===== src/rtl/full_adder_pkg.sv =====
// Shared constants and result type for the registered ripple-carry adder.
// Consumers import this package to size operands and to carry {cout, sum} results around.
package full_adder_pkg;

    localparam int FA_DEFAULT_WIDTH = 1;
    localparam int FA_MAX_WIDTH     = 64;

    // Full-width result as consumers see it; narrower instances zero-extend sum.
    typedef struct packed {
        logic                    cout;
        logic [FA_MAX_WIDTH-1:0] sum;
    } fa_result_t;

    function automatic bit fa_width_legal(input int width);
        return (width >= 1) && (width <= FA_MAX_WIDTH);
    endfunction

    function automatic fa_result_t fa_pack_result(input logic cout,
                                                  input logic [FA_MAX_WIDTH-1:0] sum);
        fa_result_t r;
        r.cout = cout;
        r.sum  = sum;
        return r;
    endfunction

endpackage


===== src/rtl/full_adder_cell.sv =====
// Purely combinational 1-bit full adder; one link of the ripple chain.
module full_adder_cell (
    input  logic a,
    input  logic b,
    input  logic ci,
    output logic s,
    output logic co
);

    assign s  = a ^ b ^ ci;
    assign co = (a & b) | (a & ci) | (b & ci);

endmodule


===== src/rtl/full_adder.sv =====
// Registered WIDTH-bit ripple-carry adder: {cout, sum} = a + b + cin, one cycle latency.
// Optional registered signed-overflow output ovf when FULL_ADDER_OVERFLOW_EN is defined.
module full_adder
    import full_adder_pkg::*;
#(
    parameter int WIDTH = FA_DEFAULT_WIDTH
) (
    input  logic             clk,
    input  logic             rst,
    input  logic             in_valid,
    input  logic [WIDTH-1:0] a,
    input  logic [WIDTH-1:0] b,
    input  logic             cin,
    output logic [WIDTH-1:0] sum,
    output logic             cout,
`ifdef FULL_ADDER_OVERFLOW_EN
    output logic             out_valid,
    output logic             ovf
`else
    output logic             out_valid
`endif
);

    generate
        if (!fa_width_legal(WIDTH)) begin : g_bad_width
            $error("full_adder: WIDTH out of range 1..64");
        end
    endgenerate

    // carry[i] is the carry into bit i; carry[0] = cin, carry[WIDTH] = cout.
    logic [WIDTH:0]   carry;
    logic [WIDTH-1:0] sum_comb;

    assign carry[0] = cin;

    generate
        for (genvar i = 0; i < WIDTH; i++) begin : g_cell
            full_adder_cell u_cell (
                .a  (a[i]),
                .b  (b[i]),
                .ci (carry[i]),
                .s  (sum_comb[i]),
                .co (carry[i+1])
            );
        end
    endgenerate

    // NOTE: sequential state uses non-blocking assignments so every register
    // samples pre-edge values; the datapath registers are reset too because
    // sum/cout are architecturally visible after reset.
    always_ff @(posedge clk) begin
        if (rst) begin
            sum       <= '0;
            cout      <= 1'b0;
            out_valid <= 1'b0;
        end else begin
            out_valid <= in_valid;
            // Load only on valid so idle-cycle X on operands never reaches the outputs.
            if (in_valid) begin
                sum  <= sum_comb;
                cout <= carry[WIDTH];
            end
        end
    end

`ifdef FULL_ADDER_OVERFLOW_EN
    // For WIDTH=1 carry[WIDTH-1] is carry[0] = cin, as intended.
    logic ovf_comb;
    assign ovf_comb = carry[WIDTH] ^ carry[WIDTH-1];

    always_ff @(posedge clk) begin
        if (rst) begin
            ovf <= 1'b0;
        end else if (in_valid) begin
            ovf <= ovf_comb;
        end
    end
`endif

endmodule


===== config.mk =====
export PLATFORM = sky130hd
export DESIGN_NAME = full_adder
export DESIGN_NICKNAME = d
export VERILOG_FILES = /design/src/rtl/full_adder_pkg.sv /design/src/rtl/full_adder_cell.sv /design/src/rtl/full_adder.sv
export SDC_FILE = /design/constraint.sdc
export NUM_CORES = 1
export LEC_CHECK = 0
export BUFFER_PORTS_ARGS = -buffer_cell sky130_fd_sc_hd__buf_2
export CAP_MARGIN = 0
export CELL_PAD_IN_SITES_DETAIL_PLACEMENT = 1
export CELL_PAD_IN_SITES_GLOBAL_PLACEMENT = 1
export CORE_AREA = 5 5 42 44
export CTS_CLUSTER_SIZE = 24
export DETAILED_ROUTE_END_ITERATION = 10
export DIE_AREA = 0 0 47 49
export PLACE_DENSITY_LB_ADDON = 0.1
export SYNTH_ARGS = -nofsm -noshare
export SYNTH_HDL_FRONTEND = slang
export SYNTH_SLANG_ARGS = --single-unit

===== constraint.sdc =====
create_clock -name clk -period 0.95 [get_ports clk]
set_input_delay 0.1425 -clock clk [delete_from_list [all_inputs] [get_ports clk]]
set_output_delay 0.1425 -clock clk [all_outputs]
set_load 0.02 [all_outputs]

==> impl_metrics.json <==
{
  "total_power_w": 0.000420,
  "ys_warn_count": 0,
  "routabilityCongestion": 0.610,
  "pre_cts_slack_ns": -0.105,
  "criticalPathCategory": "flop to output port",
  "synthesis.nets": 16,
  "min_from": "rst",
  "yosysTopAreaCell": "dfxtp_1",
  "clkSinkCount": 3,
  "final_nets": 29,
  "detail-route-antenna-nets": 0,
  "die_w_um": 47,
  "cts_hold_buf": 0,
  "p_per_area_nw_per_um2": 2100,
  "r2r_start": "cout$_SDFFE_PP0P_",
  "fp-row-count": 14,
  "layout_common_cells": "buf_2 (8), clkbuf_4 (3), dfxtp_1 (3)",
  "mostFrequentLayoutCell": "buf_2",
  "htree_levels": 1,
  "crit-reg2reg-capture": "cout$_SDFFE_PP0P_",
  "cpPeakStageDelay_ns": 0.31,
  "die-area_um2": 2300,
  "antenna_cells": 0,
  "r2r_slack_ns": 0.37,
  "layout-drive-gt1-share": 0.524,
  "ys_seq_elements": 3,
  "crit_fanout": 2,
  "overflow": 0,
  "synth_area_leaders": "dfxtp_1 (53%), fa_1 (18%), mux2i_1 (18%), nor2_1 (6.6%), nor2b_1 (5.5%)",
  "min_path_type": "primary input to flop",
  "die_y_um": 49,
  "clk_pin_slew_ns": 0.04,
  "pin_count": 9,
  "final_cell_count_no_fill": 37,
  "vias": 110,
  "rsz0062_at_grt": "no",
  "whs_endpoint": "sum$_SDFFE_PP0P_",
  "worstPathArrival_ns": 0.71,
  "p_leak_nw": 0.0993,
  "fin_crit_sh": 0.896,
  "grt_pass1_vias": 134,
  "antenna_found_initial": 0,
  "area_delta_synth_final_pct": 75.8,
  "rr_worst_depth": 2,
  "path_cells": "buf_2",
  "cts_root_buf": "clkbuf_4",
  "routed_wl_um": 307,
  "core_um2": 1400,
  "post-cts-setup-buffers": 0,
  "drv_cap": 0,
  "clk_latency_ns": 0.23,
  "synth_area_um2": 114,
  "cts_tree": "yes",
  "cp_top_family": "flip-flops",
  "netlist_instances": 9,
  "synth_area_per_cell_um2": 12.7,
  "place_inst": 33,
  "place_hpwl_um": 250,
  "grt_use_total": 0.0394,
  "cp_slowest_cell": "dfxtp_1",
  "finalHoldViolations": 0,
  "ys_seq_area_frac": 0.527,
  "crit_required_ns": 0.81,
  "portBuffers": 8,
  "setup_viol": 0,
  "first_pass_iters": 1,
  "synth.distinct_cells": 5,
  "outcome": "finished, final reports clean",
  "grt_pass1_wl_um": 531,
  "wl_per_cell_um": 8.30,
  "startpoint_type": "flop",
  "clockBufferDepth": 2,
  "avgViaCountPerCell": 2.97,
  "worst_setup_path_end_kind": "output port",
  "worst_slew_pin_slew_ns": 0.126,
  "fin_skew_ns": 0,
  "period_minus_slack_ns": 0.851,
  "start_util": 0.0812,
  "synth_top_area_frac": 0.527,
  "cts_resized": 0,
  "drt_iter0_drc": 0,
  "whs_path_depth": 2,
  "drv_slew": 0,
  "max_freq_ghz": 1.17,
  "path_buf_inv": 1,
  "route.detailed.drc": 0,
  "max_slew_margin": 0.914,
  "grt_max_degree": 4,
  "fin_ws_ns": 0.0987,
  "vdd_ir_drop_max_mv": 0.331,
  "cts_made_buffers": 3
}
==> through the flow <==
stage               utilization  setup TNS (ns)  hold WS [ns]  cell area, um2
CTS                       0.143               0        0.0935             200
global route              0.143               0        0.0901             200
detailed placement        0.124          -0.130         0.342             174
floorplan                     -               0         0.214             114
global placement          0.124          -0.134         0.347             174
finish                    0.143               0        0.0973             200
==> cell families after synthesis <==
logic type / synth area share
adders and majority gates: 0.176
and+or+nand+nor: 0.121
DFF: 0.527
muxes: 0.176
==> Yosys cell counts, drive strengths merged <==
master / number
nor2b: 1
mux2i: 2
dfxtp: 3
nor2: 2
fa: 1
==> worst register-to-register path: cells and delay by family, from the launching register on <==
family	cells	cell delay, ns
DFF	1	0.30
muxes	1	0.12
and+or+nand+nor	1	0.05
==> state kept, by name (all words and copies together) (netlist names) <==
signal and cells:
sum 1, cout 1, out_valid 1
==> worst max path at each step <==
stage                                  from               end  slack [ns]  cells after the start
after global placement                    a  sum$_SDFFE_PP0P_       -0.11                      4
after detailed placement                  a  sum$_SDFFE_PP0P_       -0.11                      4
after global routing      cout$_SDFFE_PP0P_              cout        0.03                      1
after CTS                 cout$_SDFFE_PP0P_              cout        0.08                      1
after floorplan                           a  sum$_SDFFE_PP0P_        0.07                      3
final                     cout$_SDFFE_PP0P_              cout         0.1                      1
==> layer usage <==
metal | GRT usage | up-vias | part of all wire
met5 | 0 | - | 0
met4 | 0.0553 | 0 | 0.065
met3 | 0.0369 | 4 | 0.078
met2 | 0.0498 | 5 | 0.56
met1 | 0.0264 | 49 | 0.30
li1 | - | 52 | -
==> report_power, final <==
part / total, W / switching, W / internal (W) / leakage [nW]
registers: 0.000139 / 0.00000313 / 0.000136 / 0.0249
logic: 0.0000540 / 0.0000295 / 0.0000244 / 0.0595
clock network: 0.000227 / 0.0000697 / 0.000158 / 0.0150
total: 0.000420 / 0.000102 / 0.000318 / 0.0993
==> layout make-up <==
type	count	area, um2
Tap cell	16	20.0
Timing Repair Buffer	8	40.0
Clock buffer	4	26.3
Fill cell	175	1200
Sequential cell	3	60.1
Multi-Input combinational cell	6	53.8
No activity file was read; power rests on OpenSTA's default activity.
